**src/rtl/ddr_cas_sched_pkg.sv**
```systemverilog
// Shared types and default timing for the DDR4 CAS scheduler.
package ddr_cas_sched_pkg;

    typedef enum logic [1:0] {
        CAS_IDLE,
        CAS_WAIT,
        CAS_ISSUE
    } cas_fsm_type;

    // Access direction encodings shared with the ACT sequencer
    localparam logic [1:0] READ  = 2'b01;
    localparam logic [1:0] WRITE = 2'b10;

    // Default DDR4 timing in controller clocks
    localparam int unsigned DEF_TRCD = 11;
    localparam int unsigned DEF_TCCD = 4;
    localparam int unsigned DEF_WL   = 9;
    localparam int unsigned DEF_TWTR = 6;
    localparam int unsigned DEF_TRTW = 8;

    // Gap counter width and its saturation value
    localparam int unsigned GAP_CNT_W = 6;
    localparam int unsigned GAP_MAX   = 63;

    // True when every turnaround gap fits below the gap counter ceiling
    function automatic bit gaps_fit(input int unsigned tccd, input int unsigned wl,
                                    input int unsigned twtr, input int unsigned trtw);
        return (tccd < GAP_MAX) && ((wl + 4 + twtr) < GAP_MAX) && (trtw < GAP_MAX);
    endfunction

endpackage

```
**src/rtl/ddr_cas_sched_gap.sv**
```systemverilog
// Tracks cycles since the last CAS and flags when the next one may go.
module cas_gap_timer
    import ddr_cas_sched_pkg::*;
#(
    parameter int unsigned TCCD = DEF_TCCD,
    parameter int unsigned WL   = DEF_WL,
    parameter int unsigned TWTR = DEF_TWTR,
    parameter int unsigned TRTW = DEF_TRTW
) (
    input  logic       clk,
    input  logic       rst,
    input  logic       issue,
    input  logic       last_vld,
    input  logic [1:0] last_rw,
    input  logic [1:0] next_rw,
    output logic       gap_ok
);

    if (!gaps_fit(TCCD, WL, TWTR, TRTW)) begin : g_gap_check
        $error("cas_gap_timer: a turnaround gap does not fit the 6-bit gap counter");
    end

    localparam logic [GAP_CNT_W:0] GAP_SAME = (GAP_CNT_W + 1)'(TCCD);
    localparam logic [GAP_CNT_W:0] GAP_W2R  = (GAP_CNT_W + 1)'(WL + 4 + TWTR);
    localparam logic [GAP_CNT_W:0] GAP_R2W  = (GAP_CNT_W + 1)'(TRTW);

    logic [GAP_CNT_W-1:0] gap_q, gap_d;
    logic [GAP_CNT_W:0]   elapsed;

    // Zero on issue, otherwise count up and hold at the ceiling
    always_comb begin
        gap_d = gap_q;
        if (issue) begin
            gap_d = '0;
        end else if (gap_q != GAP_CNT_W'(GAP_MAX)) begin
            gap_d = gap_q + GAP_CNT_W'(1);
        end
    end

    // Judged the cycle before the CAS would go out, so compare the spacing
    // that CAS would have: counter is 0 one cycle after an issue, hence +2.
    always_comb begin
        elapsed = {1'b0, gap_q} + (GAP_CNT_W + 1)'(2);
        gap_ok  = 1'b1;
        if (last_vld) begin
            if (last_rw == next_rw) begin
                gap_ok = (elapsed >= GAP_SAME);
            end else if (last_rw == WRITE) begin
                gap_ok = (elapsed >= GAP_W2R);
            end else begin
                gap_ok = (elapsed >= GAP_R2W);
            end
        end
    end

    // Gap counter register, saturated out of reset
    always_ff @(posedge clk) begin
        if (rst) begin
            gap_q <= GAP_CNT_W'(GAP_MAX);
        end else begin
            gap_q <= gap_d;
        end
    end

endmodule

```
**src/rtl/ddr_cas_sched.sv**
```systemverilog
// CAS scheduler: queues up to two column accesses and issues them in order
// once tRCD and the direction-dependent CAS spacing are satisfied.
module ddr_cas_sched
    import ddr_cas_sched_pkg::*;
#(
    parameter int unsigned TRCD  = DEF_TRCD,
    parameter int unsigned TCCD  = DEF_TCCD,
    parameter int unsigned WL    = DEF_WL,
    parameter int unsigned TWTR  = DEF_TWTR,
    parameter int unsigned TRTW  = DEF_TRTW,
    parameter int unsigned COL_W = 10
) (
    input  logic             clock_t,
    input  logic             reset,
    input  logic             act_rdy,
    input  logic             no_act_rdy,
    input  logic [1:0]       act_rw,
    input  logic [COL_W-1:0] col_addr,
    output logic             cas_rdy,
    output logic [1:0]       cas_rw,
    output logic [COL_W-1:0] cas_col,
    output logic             cas_idle,
    output logic             q_full,
    output logic             err_ovf
);

    localparam int unsigned     RCD_W    = (TRCD > 2) ? $clog2(TRCD) : 1;
    localparam logic [RCD_W-1:0] RCD_LOAD = RCD_W'(TRCD - 1);

    cas_fsm_type      state_q, state_d;
    logic [1:0]       q_rw_q  [2];
    logic [1:0]       q_rw_d  [2];
    logic [COL_W-1:0] q_col_q [2];
    logic [COL_W-1:0] q_col_d [2];
    logic [RCD_W-1:0] q_rcd_q [2];
    logic [RCD_W-1:0] q_rcd_d [2];
    logic [1:0]       cnt_q, cnt_d, cnt_pop;
    logic             err_ovf_q, err_ovf_d;
    logic             q_full_q, q_full_d;
    logic             cas_rdy_q, cas_rdy_d;
    logic             cas_idle_q, cas_idle_d;
    logic [1:0]       cas_rw_q, cas_rw_d;
    logic [COL_W-1:0] cas_col_q, cas_col_d;
    logic             last_vld_q, last_vld_d;
    logic             push, pop, head_ok, gap_ok;

    cas_gap_timer #(
        .TCCD (TCCD),
        .WL   (WL),
        .TWTR (TWTR),
        .TRTW (TRTW)
    ) u_gap (
        .clk      (clock_t),
        .rst      (reset),
        .issue    (pop),
        .last_vld (last_vld_q),
        .last_rw  (cas_rw_q),
        .next_rw  (q_rw_q[0]),
        .gap_ok   (gap_ok)
    );

    // Queue update: age tRCD counters, pop the head on issue, then push
    always_comb begin
        push = act_rdy | no_act_rdy;
        pop  = (state_q == CAS_ISSUE);
        for (int unsigned i = 0; i < 2; i++) begin
            q_rw_d[i]  = q_rw_q[i];
            q_col_d[i] = q_col_q[i];
            q_rcd_d[i] = (q_rcd_q[i] != '0) ? q_rcd_q[i] - RCD_W'(1) : '0;
        end
        cnt_pop = cnt_q;
        if (pop) begin
            q_rw_d[0]  = q_rw_q[1];
            q_col_d[0] = q_col_q[1];
            q_rcd_d[0] = q_rcd_d[1];
            cnt_pop    = cnt_q - 2'd1;
        end
        cnt_d     = cnt_pop;
        err_ovf_d = err_ovf_q | (act_rdy & no_act_rdy);
        if (push) begin
            if (cnt_pop == 2'd2) begin
                err_ovf_d = 1'b1;
            end else begin
                q_rw_d[cnt_pop[0]]  = act_rw;
                q_col_d[cnt_pop[0]] = col_addr;
                q_rcd_d[cnt_pop[0]] = act_rdy ? RCD_LOAD : '0;
                cnt_d               = cnt_pop + 2'd1;
            end
        end
        q_full_d = (cnt_d == 2'd2);
        // Head counter reaches zero in the issue cycle itself
        head_ok  = (cnt_q != 2'd0) && (q_rcd_q[0] <= RCD_W'(1));
    end

    // Next-state logic
    always_comb begin
        state_d = state_q;
        case (state_q)
            CAS_IDLE:  if (push) state_d = CAS_WAIT;
            CAS_WAIT:  if (head_ok && gap_ok) state_d = CAS_ISSUE;
            CAS_ISSUE: state_d = (cnt_d != 2'd0) ? CAS_WAIT : CAS_IDLE;
            default:   state_d = CAS_IDLE;
        endcase
    end

    // Registered outputs follow the upcoming state
    always_comb begin
        cas_rdy_d  = (state_d == CAS_ISSUE);
        cas_idle_d = (state_d == CAS_IDLE);
        cas_rw_d   = cas_rw_q;
        cas_col_d  = cas_col_q;
        if (state_d == CAS_ISSUE) begin
            cas_rw_d  = q_rw_q[0];
            cas_col_d = q_col_q[0];
        end
        last_vld_d = last_vld_q | cas_rdy_q;
    end

    // State, queue and output registers
    always_ff @(posedge clock_t) begin
        if (reset) begin
            state_q    <= CAS_IDLE;
            cnt_q      <= '0;
            err_ovf_q  <= 1'b0;
            q_full_q   <= 1'b0;
            cas_rdy_q  <= 1'b0;
            cas_idle_q <= 1'b1;
            cas_rw_q   <= '0;
            cas_col_q  <= '0;
            last_vld_q <= 1'b0;
            for (int unsigned i = 0; i < 2; i++) begin
                q_rw_q[i]  <= '0;
                q_col_q[i] <= '0;
                q_rcd_q[i] <= '0;
            end
        end else begin
            state_q    <= state_d;
            cnt_q      <= cnt_d;
            err_ovf_q  <= err_ovf_d;
            q_full_q   <= q_full_d;
            cas_rdy_q  <= cas_rdy_d;
            cas_idle_q <= cas_idle_d;
            cas_rw_q   <= cas_rw_d;
            cas_col_q  <= cas_col_d;
            last_vld_q <= last_vld_d;
            for (int unsigned i = 0; i < 2; i++) begin
                q_rw_q[i]  <= q_rw_d[i];
                q_col_q[i] <= q_col_d[i];
                q_rcd_q[i] <= q_rcd_d[i];
            end
        end
    end

    assign cas_rdy  = cas_rdy_q;
    assign cas_rw   = cas_rw_q;
    assign cas_col  = cas_col_q;
    assign cas_idle = cas_idle_q;
    assign q_full   = q_full_q;
    assign err_ovf  = err_ovf_q;

endmodule

```
**config.mk**
```make
export PLATFORM = sky130hd
export DESIGN_NAME = ddr_cas_sched
export DESIGN_NICKNAME = d
export VERILOG_FILES = /design/src/rtl/ddr_cas_sched_pkg.sv /design/src/rtl/ddr_cas_sched_gap.sv /design/src/rtl/ddr_cas_sched.sv
export SDC_FILE = /design/constraint.sdc
export NUM_CORES = 1
export LEC_CHECK = 0
export ABC_AREA = 1
export ABC_CLOCK_PERIOD_IN_PS = 1860
export BUFFER_PORTS_ARGS = -buffer_cell sky130_fd_sc_hd__buf_2
export CAP_MARGIN = 20
export CELL_PAD_IN_SITES_DETAIL_PLACEMENT = 0
export CELL_PAD_IN_SITES_GLOBAL_PLACEMENT = 1
export CORE_ASPECT_RATIO = 0.8
export CORE_MARGIN = 1.5
export CORE_UTILIZATION = 38
export DETAILED_ROUTE_END_ITERATION = 16
export PLACE_DENSITY = 0.86
export SKIP_LAST_GASP = 1
export SLEW_MARGIN = 20
export SYNTH_ARGS = -nofsm -noshare
export SYNTH_HDL_FRONTEND = slang
export SYNTH_SLANG_ARGS = --single-unit
```
**constraint.sdc**
```tcl
create_clock -name clock_t -period 1.86 [get_ports clock_t]
set_input_delay 0.279 -clock clock_t [delete_from_list [all_inputs] [get_ports clock_t]]
set_output_delay 0.279 -clock clock_t [all_outputs]
set_load 0.005 [all_outputs]
```
==> results of run 1 <==
## final cells by class
class / count / area share
Tap cell: 87 / 0.0325
Multi-Input combinational cell: 255 / 0.417
Clock buffer: 13 / 0.0445
Inverter: 33 / 0.0393
Timing Repair inverter: 2 / 0.00374
Sequential cell: 59 / 0.356
Timing Repair Buffer: 56 / 0.107
## cells by family (layout without fill, tap and decap cells)
logic type | Yosys count | count (layout)
flip-flops | 59 | 59
AND/OR/NAND/NOR | 165 | 165
XOR/XNOR | 3 | 3
multiplexers | 1 | 1
buffers and inverters | 51 | 104
adder cells (fa/ha/maj) | 8 | 8
AO/OA/AOI/OAI | 78 | 78
## critical path: cells and delay by family (launching register included)
kind / cells / cell delay (ns)
buffers and inverters: 3 / 0.29
AO/OA/AOI/OAI: 3 / 0.38
AND/OR/NAND/NOR: 2 / 0.31
flip-flops: 1 / 0.34
adder cells (fa/ha/maj): 2 / 0.42
## stage by stage
stage | TNS, ns | util | hold WS [ns] | power, mW
3_3_place_gp | -0.00115 | 0.444 | 0.433 | 3.19
3_5_place_dp | -0.254 | 0.444 | 0.445 | 3.22
6_report | 0 | 0.488 | 0.171 | 4.37
5_1_grt | -0.199 | 0.488 | 0.167 | 4.72
2_1_floorplan | 0 | - | 0.403 | 2.82
4_1_cts | -0.0112 | 0.468 | 0.162 | 4.20
## synthesized netlist by cell type
master	instances
sky130_fd_sc_hd__dfxtp_1	59
sky130_fd_sc_hd__o211ai_1	1
sky130_fd_sc_hd__nand4_1	12
sky130_fd_sc_hd__nor3_1	6
sky130_fd_sc_hd__clkbuf_2	1
sky130_fd_sc_hd__nor3_4	1
sky130_fd_sc_hd__o21ai_0	26
sky130_fd_sc_hd__inv_1	28
sky130_fd_sc_hd__nand3_1	10
sky130_fd_sc_hd__a21oi_1	19
sky130_fd_sc_hd__a211oi_1	2
sky130_fd_sc_hd__buf_1	1
sky130_fd_sc_hd__o21ai_1	3
sky130_fd_sc_hd__nand2_1	73
sky130_fd_sc_hd__nand3_2	2
sky130_fd_sc_hd__mux2i_1	1
sky130_fd_sc_hd__o21a_1	9
sky130_fd_sc_hd__a21boi_0	1
sky130_fd_sc_hd__o21bai_1	1
sky130_fd_sc_hd__inv_2	4
sky130_fd_sc_hd__nand2_4	2
sky130_fd_sc_hd__o32ai_1	1
sky130_fd_sc_hd__nand2_2	1
sky130_fd_sc_hd__or2_2	1
sky130_fd_sc_hd__buf_2	6
sky130_fd_sc_hd__nor2_1	56
sky130_fd_sc_hd__xor2_1	3
sky130_fd_sc_hd__o22ai_1	3
sky130_fd_sc_hd__clkbuf_1	9
sky130_fd_sc_hd__ha_1	8
sky130_fd_sc_hd__a31oi_1	12
sky130_fd_sc_hd__or3_1	1
sky130_fd_sc_hd__buf_6	1
sky130_fd_sc_hd__inv_4	1
## worst max path at each step
stage / to / cells after the start
2_1_floorplan: q_col_q[0][0]$_SDFF_PP0_ / 10
3_3_place_gp: q_col_q[0][1]$_SDFF_PP0_ / 10
3_5_place_dp: register / 11
4_1_cts: q_col_q[0][5]$_SDFF_PP0_ / 10
5_1_grt: q_col_q[0][9]$_SDFF_PP0_ / 10
6_report: q_col_q[0][9]$_SDFF_PP0_ / 10
## report_power, final
group	internal, mW	total, mW	switching, mW	leakage (nW)
clock	0.499	0.959	0.460	0.0754
combinational	0.691	1.68	0.986	0.926
sequential	1.54	1.74	0.201	0.486
## timing repair
action / 4_1_cts / 5_1_grt
setup buffers: 0 / 2
pin swaps: 0 / 6
cloned: 0 / 2
resized for setup: 4 / 30
endpoints found under the setup margin: 20 / 46
## layer usage
layer	wire, um	global-route usage	vias up	share of wire
met5	0	0	-	0
met4	63	0.0522	0	0.0095
met3	279	0.0570	10	0.042
met2	2950	0.272	45	0.44
met1	3360	0.232	1158	0.51
li1	-	-	1299	-
==> impl.org, run 1 <==
** STA
- In this run the tightest slew margin relative to its limit is 0.778.
- Setup repair after global routing could not meet its margin everywhere.
- Transition time at the pin with the least slew margin :: 0.332 ns
- Derived from the worst setup path, the maximum achievable clock frequency is 0.553 GHz.
- The number of max-slew violations in the final report was 0.
- Final Setup Violations :: 0
- The worst path meets setup with approximately 0.053 ns of slack.
- Post-route clock period utilization :: 0.972
- Fin Clk Skew :: 0.00626 ns
- Number of hold violations in the final report :: 0
- Minimum clock period after layout :: approximately 1.8 ns

** Floorplan
- Full die area :: approximately 7600 um2
- The region available for standard cell placement spans 6860 um2.
- The floorplan step set the die width to 97.1 um.
- Row generation in the floorplan step produced 27 rows.
- The die is roughly 80 um tall.
- Starting density of the core :: 0.393
- Pin placement for this block handled 32 I/O pins.

** Critical path
- Stage delay of the slowest cell on the critical path :: 0.34 ns
- Critical Path Start Type :: register
- Number of cell instances on the worst register-to-register path :: 10
- Reg2reg setup slack :: 0.05 ns
- Chain of cells forming the critical path :: inv_2 -> ha_4 -> nand2_2 -> o21ai_2 -> inv_2 -> ha_4 -> nor3_4 -> clkinv_4 -> a31oi_1 -> o21a_1
- The worst register-to-register path begins at cnt_q[0]$_SDFF_PP0_.
- Critical path type :: register to register
- The largest individual stage delay along the critical path comes from the cell sky130_fd_sc_hd__dfxtp_2.
- Worst path required time :: roughly 2.1 ns
- Arrival time worst endpoint :: ~2.1 ns
- The critical path starts at cnt_q[0]$_SDFF_PP0_.
- The endpoint identified for the worst register-to-register timing path is q_col_q[0][9]$_SDFF_PP0_.
- STA classifies the critical path endpoint as a register.
- Max Fanout on Critical Path :: 6

** Cells and area
- Multi-input combinational cell area :: 1400 um2
- Final standard cell area without fillers :: 3350 um2
- Share of cells above drive strength 1 :: 0.239
- The library cell used most frequently in the layout, excluding fill and tap cells, is sky130_fd_sc_hd__nand2_1.
- The layout has 698 filler cells.
- Commonest cells after routing, fill and taps aside :: 69 x sky130_fd_sc_hd__nand2_1, 56 x sky130_fd_sc_hd__nor2_1, 55 x sky130_fd_sc_hd__dfxtp_1
- In the final layout, flip-flops and latches occupy 1190 um2.
- After the last flow step, the layout net total stands at 440.
- Number of inserted diodes :: 0
- Post-route insts no fill :: 505
- From synthesis to final layout, the design area changed by 24.3%.

** Pwr
- Summed over all cells, the static leakage comes to 1.49 nW.
- Across the VDD grid, the largest voltage drop is ~670 uV.
- For this design the ratio of total power to cell area is 1310 nW/um2.

** Clock network
- The H-tree was split into 3 levels.
- Clock-pin transition on the worst setup and hold timing paths :: 0.06 ns
- Num Clock Sinks :: just under 60
- Insertion delay of the later-clocked pin in the worst-skew pair :: 0.34 ns
- Hold repair after CTS inserted 0 buffers.
- The cell sitting at the root of the clock tree is a sky130_fd_sc_hd__clkbuf_8.
- TritonCTS built the clock tree.
- Number of buffers added by the clock tree synthesis step :: 9
- Max Root-Sink Buffers :: 2

** Yosys
- The average instance in the mapped netlist occupies 7.38 um2.
- The mapped netlist covers 2690 um2.
- Largest family of logic cells by synthesized area :: simple AND/OR/NAND/NOR gates
- When the netlist entered floorplanning its net count stood at 389.
- Adder and majority cell fraction of the synthesized area :: 0.0372
- Library cell with the largest summed area after synthesis :: sky130_fd_sc_hd__dfxtp_1
- Synthesis produced a netlist whose cell count is 365.
- Area share of the largest cell type after synthesis :: 0.439
- For this run, the number of Yosys warnings is 0.
- By area the synthesized netlist is led by sky130_fd_sc_hd__dfxtp_1 44%, sky130_fd_sc_hd__nand2_1 10%, sky130_fd_sc_hd__nor2_1 7.8%.
- The fraction of the mapped netlist area in compound gates came to 0.166.
- Of the post-synthesis cell area, the part taken by muxes is 0.00372.
- The netlist uses 34 different library cells.
- Of the synthesized area, sequential elements account for 0.439.
- Of the total synthesized cell area, the portion taken by XOR and XNOR cells is 0.00976.
- Yosys reg bits :: 59
- Of the total synthesized cell area, the portion taken by AND, OR, NAND and NOR gates is 0.266.

** Detailed routing
- After detailed routing, the total wire length is 6650 um.
- Dividing the detail-routed wire length by the instance count gives roughly 13 um.
- The pre-antenna-repair detailed-routing pass consisted of 4 iterations.
- For this run, design rule violations remaining after detail routing come to 0.
- In this run, the number of DRC markers left after iteration 0 of detailed routing was 128.
- In this run the remaining antenna-violating nets after routing total 0.
- The routed layout has 2512 vias.
- Using the TritonRoute via totals, the vias-per-cell ratio works out to 4.97.

** Flow run
- # Max-Cap Violations :: 0

** Placement
- Number of input and output port buffers inserted :: 31
- Once placement finished, the instance area stood at a little over 3000 um2.
- The congestion estimate from routability-driven global placement came to approximately 0.8.
- Including well taps, the total number of placed cells is 488.
- Timing analysis after detailed placement gives a worst setup slack of -0.0428 ns.
- Summed over all nets, the half-perimeter wirelength after detailed placement is 4500 um.

** GRT
- Initial antenna violation count :: 0
- The number of global-route vias before repair was 2204.
- Global-route total usage across every layer :: 0.175
- Final global-route overflow total :: 0
- Maximum number of pins on one net before global-route repair :: 26
- Global-route wire length before repair :: 10600 um

** Outcome
- The flow ran to the end, and the final reports show no timing, DRC or antenna violations.

** Worst hold path
- For hold timing, the worst endpoint is q_col_q[0][9]$_SDFF_PP0_.
- Startpoint of the most critical hold path :: col_addr[9]
- Along the worst hold path, the cell count comes to 2.
- Hold WC Path Type :: input pin to register
No activity file was read; power rests on OpenSTA's default activity.
==> run 2, diff against run 1 <==
--- a/config.mk
+++ b/config.mk
@@ -5,7 +5,7 @@
 export SDC_FILE = /design/constraint.sdc
 export NUM_CORES = 1
 export LEC_CHECK = 0
-export ABC_AREA = 1
+export ABC_AREA = 0
 export ABC_CLOCK_PERIOD_IN_PS = 1860
 export BUFFER_PORTS_ARGS = -buffer_cell sky130_fd_sc_hd__buf_2
 export CAP_MARGIN = 20
@@ -13,7 +13,7 @@
 export CELL_PAD_IN_SITES_GLOBAL_PLACEMENT = 1
 export CORE_ASPECT_RATIO = 0.8
 export CORE_MARGIN = 1.5
-export CORE_UTILIZATION = 38
+export CORE_UTILIZATION = 40
 export DETAILED_ROUTE_END_ITERATION = 16
 export PLACE_DENSITY = 0.86
 export SKIP_LAST_GASP = 1
==> run 2 against run 1 <==
Compared with the run above:
- the run now ends with negative setup slack left
- via count decreased by 7.2%
- synthesized cell count down 15%
- wire length decreased by 4.8%
- global-route usage decreased by 0.40 points
- worst hold slack gained 0.031 ns
- count of clock-buffer cells in the layout down 2
- final cell count decreased by 11%
- worst setup slack got worse by 0.11 ns
- synthesized area is 3.4% higher
- critical endpoint is now cas_col[9]$_SDFFE_PP0N_
- highest routed layer unchanged
==> impl.org, run 2 <==
** Flow run
- # Max-Cap Violations :: 0 (unchanged)

** Critical path
- The path depth of the worst reg2reg path was 8 (-2).
- STA classifies the critical path startpoint as a register.
- R2r endpoint :: cas_col[9]$_SDFFE_PP0N_
- STA classifies the critical path endpoint as a register.
- The data required time at the worst endpoint is 2.12 ns (-0.02 ns).
- The maximum fanout encountered on the critical timing path came to 6 (unchanged).
- In this run the critical register-to-register path is launched from u_gap.gap_q[2]$_SDFFE_PP1P_.
- Reg2reg setup slack :: -0.05 ns (-0.11 ns)
- Arrival time worst endpoint :: 2.18 ns (+0.09 ns)
- Critical path type :: register to register

** Yosys
- The share of the yosys chip area belonging to registers came to 0.424 (-0.0146).
- Netlist Area Pre-Place :: 2790 um2 (+3.4%)
- Most used standard cell by instance count after synthesis :: sky130_fd_sc_hd__dfxtp_1
- Library cell with the largest summed area after synthesis :: sky130_fd_sc_hd__dfxtp_1
- The synthesized instance count came to 309 (-15%).
- Among all flip-flop cells after synthesis, the most frequent one is sky130_fd_sc_hd__dfxtp_1.
- The average instance area after synthesis is 9.01 um2 (+22%).
- Counting instances in the post-synthesis netlist gives the leading cell types as 59 x sky130_fd_sc_hd__dfxtp_1, 40 x sky130_fd_sc_hd__nor2_1, 30 x sky130_fd_sc_hd__nand2_1.
- Distinct cell type count after synthesis :: 51 (+50%)
- The top-area cell type share of the netlist area was 0.424 (-0.0146).
- The synthesis warning total is 0 (unchanged).
- Most area-consuming cells after synthesis :: sky130_fd_sc_hd__dfxtp_1 42%, sky130_fd_sc_hd__mux2i_1 8.6%, sky130_fd_sc_hd__nand2b_1 6.1%
- Fraction of synthesis flops using an asynchronous set or reset pin :: 0 (unchanged)
- Post-synth net total :: 333 (-14%)
- The count of state elements after synthesis came to 59 (unchanged).
- The number of enable-type register cells in the synthesized netlist was 0 (unchanged).

** GRT
- The global route total overflow is 0 (unchanged).
- The maximum number of pins on one net before global-route repair was 37 (+42%).
- The overall fraction of global-route tracks in use is 0.171 (-0.00395).
- Global-route wire length before repair :: 9850 um (-6.7%)
- Number of global-route vias before repair :: 2121 (-3.8%)
- The initial antenna violation count came to 0 (unchanged).

** Cells and area
- Commonest cells after routing, fill and taps aside :: 53 x sky130_fd_sc_hd__dfxtp_1, 40 x sky130_fd_sc_hd__nor2_1, 31 x sky130_fd_sc_hd__buf_2
- Post-route insts no fill :: 451 (-11%)
- The net count reported at finish came to 386 (-12%).
- Final standard cell utilization of the core :: 0.556 (+0.0679)
- Leaving out fill and tap cells, the most frequent cell in the layout is sky130_fd_sc_hd__dfxtp_1.
- Number of inserted diodes :: 0 (unchanged)
- Compared with the post-synthesis result, the final layout area differs by 31.1%.
- Share of cells above drive strength 1 :: 0.305 (+0.0659)
- The post-layout instance area is 3650 um2 (+9.2%).

** Pwr
- Switching power summed over all nets :: 1.82 mW (+10%)
- Switching Share :: 0.344 (-0.0327)
- Worst vdd rail ir drop :: 602 uV (-9.5%)
- Leakage dissipation :: 1.45 nW (-2.3%)
- The power density relative to cell area came to 1450 nW/um2 (+11%).
- Internal power consumption :: 3.47 mW (+27%)
- The sequential power share came to 0.333 (-0.064).
- The part of the power in combinational logic was 0.431 (+0.047).
- Relative contribution of the clock network to total power :: 0.236 (+0.017)

** Detailed routing
- The initial DRC count was 78 (-39%).
- The first-pass iteration count of the detailed router is 4 (unchanged).
- Number of remaining DRC errors :: 0 (unchanged)
- The total wire length came to 6330 um (-4.8%).
- Via density :: 5.17 (+3.9%)
- The remaining number of nets flagged by the antenna check after routing is 0 (unchanged).
- The total via count after detailed routing came to 2332 (-7.2%).
- The average wire per cell in the routed design was 14.0 um (+6.6%).

** Placement
- HPWL after detailed placement :: 4060 um (-9.6%)
- Number of input and output port buffers inserted :: 31 (unchanged)
- The final estimated routing congestion in global placement is 0.827 (+3.6%).
- The instance count after placement with tap cells included is 427 (-13%).
- The post-place instance area is 3220 um2 (+5.8%).

** Worst hold path
- Cells on Worst Hold Path :: 3 (+1)
- In this run the most critical hold path is launched from col_addr[3].
- Hold WC Path Type :: input pin to register

** STA
- Worst setup slack after layout :: -0.0543 ns (-0.107 ns)
- Transition time at the pin with the least slew margin :: 0.567 ns (+0.235 ns)
- The setup skew after layout came to 0.00725 ns (+0.000984 ns).
- Final Setup Violations :: 12 (+12)
- Post-route clock period utilization :: 1.03 (+0.0577)
- Hold_ws :: 0.202 ns (+0.0309 ns)
- The number of hold violations in the final report was 0 (unchanged).
- Setup repair after global routing could not meet its margin everywhere.
- The number of max-slew violations in the final report was 0 (unchanged).
- Fmax :: 0.522 GHz (-5.6%)
- Minimum clock period after layout :: 1.91 ns (+0.107 ns)
- Normalized max-slew margin :: 0.620 (-0.157)

** Floorplan
- I/O pin total :: 32 (unchanged)
- The initial standard-cell utilization of the core is 0.424 (+0.0312).
- The placement row count was 26 (-3.7%).
- The total die area came to 7480 um2 (-1.7%).
- The core footprint is 6570 um2 (-4.2%).
- The floorplan die width is 96.3 um (-0.84%).
- Die boundary height :: 77.6 um (-0.84%)

** Clock network
- The latest clock arrival within the worst-skew pair was 0.33 ns (about the same).
- The root buffer cell chosen for the clock tree is sky130_fd_sc_hd__clkbuf_8.
- Clock-pin transition on the worst setup and hold timing paths :: 0.07 ns (about the same)
- Number of buffers added to fix hold violations after cts :: 0 (unchanged)
- The number of buffers created by CTS came to 9 (unchanged).
- Clock tree from TritonCTS :: built
- H-Tree Depth :: 3 (unchanged)
- The maximum root-to-sink buffer count is 2 (unchanged).
- The count of clock tree sinks came to 59 (unchanged).

** Outcome
- Violated checks :: negative setup slack
- The run finished, with violations left.
## run 2: changes by cell type after synthesis, moves of 12 or more
| cell | previous run | this run |
|---|---|---|
| sky130_fd_sc_hd__o21ai_0 | 26 | 4 |
| sky130_fd_sc_hd__nor2_1 | 56 | 40 |
| sky130_fd_sc_hd__nand2b_1 | 0 | 27 |
| sky130_fd_sc_hd__nand2_1 | 73 | 30 |
| sky130_fd_sc_hd__inv_1 | 28 | 8 |
| sky130_fd_sc_hd__a311oi_1 | 0 | 12 |
| sky130_fd_sc_hd__mux2i_1 | 1 | 24 |
## run 2: stage by stage
stage               power (mW)  TNS, ns  worst slack, ns
floorplan                 3.09  -0.0235          -0.0235
global placement          3.59        0           0.0114
detailed placement        3.63   -0.208          -0.0420
CTS                       4.98   -0.449          -0.0686
global route              5.64    -1.88           -0.149
finish                    5.29   -0.342          -0.0543
## run 2: area by class of cell
| cell class | count | area, um2 |
|---|---|---|
| fillers | 611 | 2920 |
| multi-input cells | 224 | 1620 |
| flip-flops and latches | 59 | 1200 |
| repair buffers | 60 | 479 |
| clock buffers | 11 | 163 |
| well taps | 84 | 105 |
| clock inverters | 5 | 58.8 |
| inverters | 8 | 35.0 |
## run 2: worst max-delay path by stage
stage                                           start                       to  slack (ns)  cells past startpoint
after floorplan                   cnt_q[0]$_SDFF_PP0_      cas_idle$_SDFF_PP1_       -0.02                      8
after global placement            cnt_q[0]$_SDFF_PP0_      cas_idle$_SDFF_PP1_        0.01                      8
after detailed placement  u_gap.gap_q[2]$_SDFFE_PP1P_  cas_col[4]$_SDFFE_PP0N_       -0.04                      7
after CTS                 u_gap.gap_q[2]$_SDFFE_PP1P_  cas_col[2]$_SDFFE_PP0N_       -0.07                      7
after global routing      u_gap.gap_q[2]$_SDFFE_PP1P_  cas_col[2]$_SDFFE_PP0N_       -0.15                      9
final                     u_gap.gap_q[2]$_SDFFE_PP1P_  cas_col[9]$_SDFFE_PP0N_       -0.05                      8
## run 2: critical path, cell delays in order, from the launching register on
cell and delay, ns:
sky130_fd_sc_hd__dfxtp_4 0.39, sky130_fd_sc_hd__ha_4 0.17, sky130_fd_sc_hd__a31oi_1 0.09, sky130_fd_sc_hd__a41o_1 0.21, sky130_fd_sc_hd__and3_4 0.18, sky130_fd_sc_hd__a2111oi_4 0.27
sky130_fd_sc_hd__buf_4 0.19, sky130_fd_sc_hd__clkbuf_16 0.15, sky130_fd_sc_hd__mux2i_1 0.18
## run 2: logic make-up (layout without fill, tap and decap cells)
| group | count (synthesis) | in the layout | synth area share |
|---|---|---|---|
| DFF | 59 | 59 | 0.424 |
| buffers and inverters | 26 | 84 | 0.0413 |
| adders and majority gates | 9 | 9 | 0.0395 |
| AOI/OAI and AO/OA | 52 | 52 | 0.148 |
| muxes | 24 | 24 | 0.0863 |
| and+or+nand+nor | 131 | 131 | 0.233 |
| xor gates and xnor gates | 8 | 8 | 0.0279 |
## run 2: metal layers
layer	up-vias	share of wire	track usage
met2	52	0.47	0.268
li1	1183	-	-
met4	0	0.013	0.0522
met3	14	0.040	0.0539
met1	1083	0.47	0.224
met5	-	0	0
## run 2: power by group through the flow
stage                     sequential [mW]  combinational (mW)  clock [mW]
after floorplan                      1.74                1.35           0
after global placement               1.74                1.85           0
after detailed placement             1.76                1.88           0
after CTS                            1.73                1.98        1.27
after global routing                 1.80                2.51        1.33
final                                1.76                2.28        1.25
## run 2: repair_timing
| item | in CTS | in global routing |
|---|---|---|
| pin swaps | 5 | 15 |
| cloned | 0 | 3 |
| setup endpoints to repair | 18 | 40 |
| setup buffers | 3 | 3 |
| gates resized for setup | 5 | 21 |
